$ cat src/rtl/nonce_collector.sv
module nonce_collector #(
  parameter int unsigned DEPTH  = 8,
  parameter logic [31:0] INONCE = 32'h0000_0000,
  parameter int unsigned CW     = 4
) (
  input  logic          clk,
  input  logic          rst,
  input  logic          has_res,
  input  logic          res,
  input  logic          new_work,
  output logic          out_valid,
  input  logic          out_ready,
  output logic [31:0]   out_nonce,
  output logic [CW-1:0] out_count,
  output logic [15:0]   dropped,
  output logic [47:0]   hashes
);

  localparam int unsigned AW = $clog2(DEPTH);

  logic [31:0]   mem_q [DEPTH];
  logic [AW-1:0] wr_ptr_q, wr_ptr_d;
  logic [AW-1:0] rd_ptr_q, rd_ptr_d;
  logic [AW-1:0] rd_ptr_nxt;
  logic [CW-1:0] count_q, count_d;
  logic [31:0]   tag_q, tag_d;
  logic [31:0]   nonce_q, nonce_d;
  logic [15:0]   dropped_q, dropped_d;
  logic [47:0]   hashes_q, hashes_d;
  logic          hit, empty, full, pop, push;

  always_comb begin
    hit        = has_res && res && !new_work;
    empty      = (count_q == '0);
    full       = (count_q == CW'(DEPTH));
    pop        = !empty && out_ready && !new_work;
    push       = hit && (!full || pop);
    rd_ptr_nxt = rd_ptr_q + AW'(1);

    wr_ptr_d  = wr_ptr_q;
    rd_ptr_d  = rd_ptr_q;
    count_d   = count_q;
    tag_d     = tag_q;
    nonce_d   = nonce_q;
    dropped_d = dropped_q;
    hashes_d  = hashes_q + 48'(has_res);

    if (new_work) begin
      tag_d    = INONCE;
      wr_ptr_d = '0;
      rd_ptr_d = '0;
      count_d  = '0;
    end else begin
      if (has_res) tag_d = tag_q + 32'd1;
      if (push)    wr_ptr_d = wr_ptr_q + AW'(1);
      if (pop)     rd_ptr_d = rd_ptr_nxt;
      count_d = count_q + CW'(push) - CW'(pop);
      if (hit && full && !pop && dropped_q != '1)
        dropped_d = dropped_q + 16'd1;
      // Head register is loaded ahead: next stored entry on pop, or the
      // incoming tag when it becomes the new head.
      if (pop && count_q > CW'(1))
        nonce_d = mem_q[rd_ptr_nxt];
      else if (push && (empty || pop))
        nonce_d = tag_q;
    end
  end

  always_ff @(posedge clk) begin
    if (push) mem_q[wr_ptr_q] <= tag_q;
  end

  always_ff @(posedge clk) begin
    if (rst) begin
      wr_ptr_q  <= '0;
      rd_ptr_q  <= '0;
      count_q   <= '0;
      tag_q     <= INONCE;
      nonce_q   <= '0;
      dropped_q <= '0;
      hashes_q  <= '0;
    end else begin
      wr_ptr_q  <= wr_ptr_d;
      rd_ptr_q  <= rd_ptr_d;
      count_q   <= count_d;
      tag_q     <= tag_d;
      nonce_q   <= nonce_d;
      dropped_q <= dropped_d;
      hashes_q  <= hashes_d;
    end
  end

  assign out_valid = (count_q != '0);
  assign out_nonce = nonce_q;
  assign out_count = count_q;
  assign dropped   = dropped_q;
  assign hashes    = hashes_q;

endmodule

$ cat config.mk
export PLATFORM = sky130hd
export DESIGN_NAME = nonce_collector
export DESIGN_NICKNAME = d
export VERILOG_FILES = /design/src/rtl/nonce_collector.sv
export SDC_FILE = /design/constraint.sdc
export NUM_CORES = 1
export LEC_CHECK = 0
export ABC_AREA = 1
export ABC_CLOCK_PERIOD_IN_PS = 8100
export CORE_AREA = 2 2 214 216
export CTS_CLUSTER_DIAMETER = 40
export DETAILED_ROUTE_END_ITERATION = 16
export DIE_AREA = 0 0 216 218
export PLACE_DENSITY = 0.61
export SYNTH_ARGS = -nofsm -noshare
export SYNTH_HDL_FRONTEND = slang
export SYNTH_SLANG_ARGS = --single-unit
$ cat constraint.sdc
create_clock -name clk -period 8.1 [get_ports clk]
set_input_delay 2.025 -clock clk [delete_from_list [all_inputs] [get_ports clk]]
set_output_delay 2.025 -clock clk [all_outputs]
set_load 0.05 [all_outputs]
==> flow_summary.rst <==
.. list-table::
   :header-rows: 1

   * - Metric
     - Value
   * - XOR/XNOR Fraction of Synth Area
     - under 10%
   * - Setup TNS
     - 0 ns
   * - Placement row count
     - 78
   * - Starting density of the core
     - a little under 40%
   * - Area grow syn2layout
     - 20.1%
   * - Clock slew seen by the registers of the worst setup and hold paths
     - 0.05 ns
   * - Power density over the cells
     - between 200 and 250 mW/mm2
   * - Post-synthesis area per instance
     - 8.78 um2
   * - Overall global routing resource usage
     - 19.3%
   * - Y dimension of the die
     - about 220 um
   * - Final hold violations
     - 0
   * - Number of fill cells in the layout
     - 4176
   * - Detailed-placement wirelength estimate
     - ~28000 um
   * - Syn. warnings
     - 0
   * - Setup repair after global routing missed its margin
     - false
   * - Share of final-layout standard cells stronger than drive strength 1
     - 7.83%
   * - Timing-limited maximum frequency
     - roughly 220 MHz
   * - Type of the worst min-delay path
     - reg -> reg
   * - Via count of the first global-routing pass
     - ~13k
   * - Area fraction in and, or, nand and nor cells after synthesis
     - about 28%
   * - Top cells by area in the synthesized netlist
     - edfxtp_1, dfxtp_1, nor2_1, nand2_1, nand3_1
   * - Most frequently used cell type in the post-synthesis netlist
     - nor2_1
   * - Final Skew
     - ~0.026 ns
   * - Clock buffers created by TritonCTS
     - 60
   * - Total design power
     - approximately 4.9 mW
   * - # Max-Cap Violations
     - 0
   * - Number of placed I/O pins
     - approximately 110
   * - Combined buffer and inverter count along the critical path
     - 2
   * - Dominant combinational cell family by area after synthesis
     - simple AND/OR/NAND/NOR gates
   * - Finish-stage setup viols
     - 0
   * - Clock tree from TritonCTS
     - done
   * - Critical path endpoint category
     - flip-flop
   * - Total overflow reported by the global router
     - 0
   * - Routed wire length
     - between 40000 and 50000 um
   * - Synthesized-area fraction occupied by adder cells
     - less than 1%
   * - Clock net sink count
     - 394
   * - Worst path most repeated cell
     - nand2_1
   * - DRT Pass-1 Iters
     - 5
   * - Place WS
     - slightly above 3 ns
   * - Total number of vias
     - 13.9k
   * - Minimum clock period after layout
     - approximately 4.4 ns
   * - Initial antenna violation count
     - 1
   * - Share of the synthesized area in the top cell type
     - between 40% and 50%
   * - Fraction of registers with async set or reset after synthesis
     - 0%
   * - Mux cell area share after synthesis
     - 0%
   * - Total area of multi-input combinational cells
     - 0.00645 mm2
   * - Crit path max-delay cell type
     - nor2_4
   * - Yosys reg bits
     - between 300 and 400
   * - Hold Slack
     - about 0.49 ns
   * - Kind of cell adding the most delay to the critical path
     - simple AND/OR/NAND/NOR gates
   * - Post-synthesis instance area
     - 0.0178 mm2
   * - Worst Max-Slew Pin Slew
     - between 1 and 1.5 ns
   * - Maximum fanout along the worst path
     - 32
   * - CP Cell Sequence
     - clkdlybuf4s50_1, nand2_1, nor2_2, nand2_2, inv_2, nand2_1, nor2_4
   * - Number of cells upsized or downsized after cts
     - 0
   * - Maximum number of pins on one net before global-route repair
     - around 110
   * - Initial detailed-routing violation count
     - 1031
   * - First-pass GRT wire length
     - 72000 um
   * - Compound-cell area share of the yosys netlist
     - under 10%
   * - Required time of the critical path
     - 8.30 ns
   * - End-of-flow core utilization
     - between 40% and 50%
   * - Global placement routability congestion
     - 0.890
   * - DRC Markers
     - 0
   * - Run status
     - finished clean
   * - Die ar.
     - roughly 0.047 mm2
   * - Most numerous cell types in the synthesized netlist
     - nor2_1, nand2_1, edfxtp_1
   * - Post-route antenna net violation count
     - 0
   * - Area leader, netlist
     - edfxtp_1
   * - FF+latch area
     - roughly 0.010 mm2
   * - Routed len/inst
     - 16.5 um
   * - Leakage power summed over all cells
     - 7.90 nW
   * - Startpoint types
     - primary input
   * - Final period utilization
     - between 50% and 60%
   * - Syn Nets
     - between 2k and 2.5k
   * - R2R Setup Slk
     - 4.98 ns
   * - Critical path type
     - in -> reg
   * - Die width
     - 216 um
   * - Net total in the final layout
     - ~2.1k
   * - # Post-CTS Setup Buffers
     - 0
   * - Number of max-slew violations in the final report
     - 0
   * - H-Tree Depth
     - 2
   * - Count of mapped cells out of synthesis
     - 2023
   * - Post-synthesis cell type count
     - 40
   * - Final setup margin
     - between 3 and 4 ns
   * - Largest voltage drop on the vdd net
     - between 0.15 and 0.2 mV
   * - Clk Tree Root Cell
     - clkbuf_16
   * - I/O Buffers
     - around 110
   * - Clock latency of the later-clocked register in the worst-skew pair
     - 0.61 ns
   * - Vias per Instance
     - 5.01
   * - Data arrival time of the worst path
     - 4.65 ns
   * - Clk buf depth
     - 3
   * - Slowest stage delay, CP
     - roughly 0.94 ns
   * - Sequential cell area fraction in the yosys report
     - between 50% and 60%
   * - Core box area
     - about 0.045 mm2
   * - Remaining max-slew budget at the tightest pin
     - a little under a quarter
   * - Most instantiated flip-flop cell in the synthesis netlist
     - edfxtp_1
   * - Number of synthesized flops with an enable pin
     - 256
   * - Number of buffers inserted for hold repair after clock tree synthesis
     - 0
-- worst register-to-register path, cell delays in order (launching register included) --
cell and delay, ns:
dfxtp_4 0.76, ha_2 0.52, inv_2 0.46, buf_4 0.53, nor2_1 0.14, o21ai_0 0.10
nand3_1 0.12, nand3_1 0.12, nand2_1 0.09, nor2_1 0.11, nor2_1 0.06
-- final cells by class --
cell class	instances	share of cell area, %
repair buffers	114	5.23
clock buffers	72	7.44
clock inverters	41	2.06
multi-input cells	1407	30.2
diodes	1	0.0117
well taps	600	3.52
flip-flops and latches	394	49.0
inverters	142	2.50
-- path summary, 6_finish.rpt --
| check | start | to | depth (start not counted) |
|---|---|---|---|
| hold reg to reg | hashes[10] | hashes[10] | 2 |
| setup / recovery | has_res | mem_q[2][30] | 7 |
| hold / removal | hashes[10] | hashes[10] | 2 |
| setup reg to reg | rd_ptr_q[0] | out_nonce[21] | 10 |
-- flip-flops by register name, indices dropped and copies added (netlist names) --
name / flops
tag_q: 32
out_count: 4
mem_q: 256
rd_ptr_q: 3
hashes: 48
dropped: 16
out_nonce: 32
wr_ptr_q: 3
-- through the flow --
step	cell area, um2	cells
after global routing	21300	2770
after detailed placement	19300	2657
after global placement	19300	2657
final	21300	2771
after floorplan	17800	2023
after CTS	21300	2770
-- per-layer routing --
layer  GRT usage (%)  up-vias  share of wire [%]
met3            3.25       90                5.8
met2            32.9      397                 48
met1            25.0     6530                 43
li1                -     6878                  -
met5               0        -                  0
met4            6.62        0                2.6
-- report_power, final --
part	switching [mW]	leakage, nW	internal, mW	total [mW]
Sequential	0.0116	3.69	2.14	2.15
Combinational	0.116	3.22	0.0504	0.167
Clock	0.967	0.989	1.60	2.57
-- cells in the final DEF, fill, tap and decap left out, drive strengths merged, types with 3 or more instances in the layout --
| cell type | count |
|---|---|
| nor2 | 509 |
| nand2 | 426 |
| edfxtp | 256 |
| nand3 | 149 |
| inv | 148 |
| dfxtp | 138 |
| o21ai | 127 |
| clkdlybuf4s50 | 105 |
| clkbuf | 72 |
| a21oi | 69 |
| nand3b | 35 |
| clkinv | 24 |
| nand4 | 22 |
| nor3 | 17 |
| xor2 | 15 |
| ha | 12 |
| buf | 9 |
| bufinv | 6 |
| or2 | 6 |
| clkinvlp | 5 |
| xnor2 | 5 |
| o21a | 4 |
| nor3b | 3 |
| a31oi | 3 |
| and3 | 3 |
-- logic make-up after synthesis --
family,count (synthesis)
AND/OR/NAND/NOR,1171
flip-flops,394
XOR/XNOR,20
AO/OA/AOI/OAI,203
buffers and inverters,222
adder cells (fa/ha/maj),13
(Power assumes the default switching activity.)
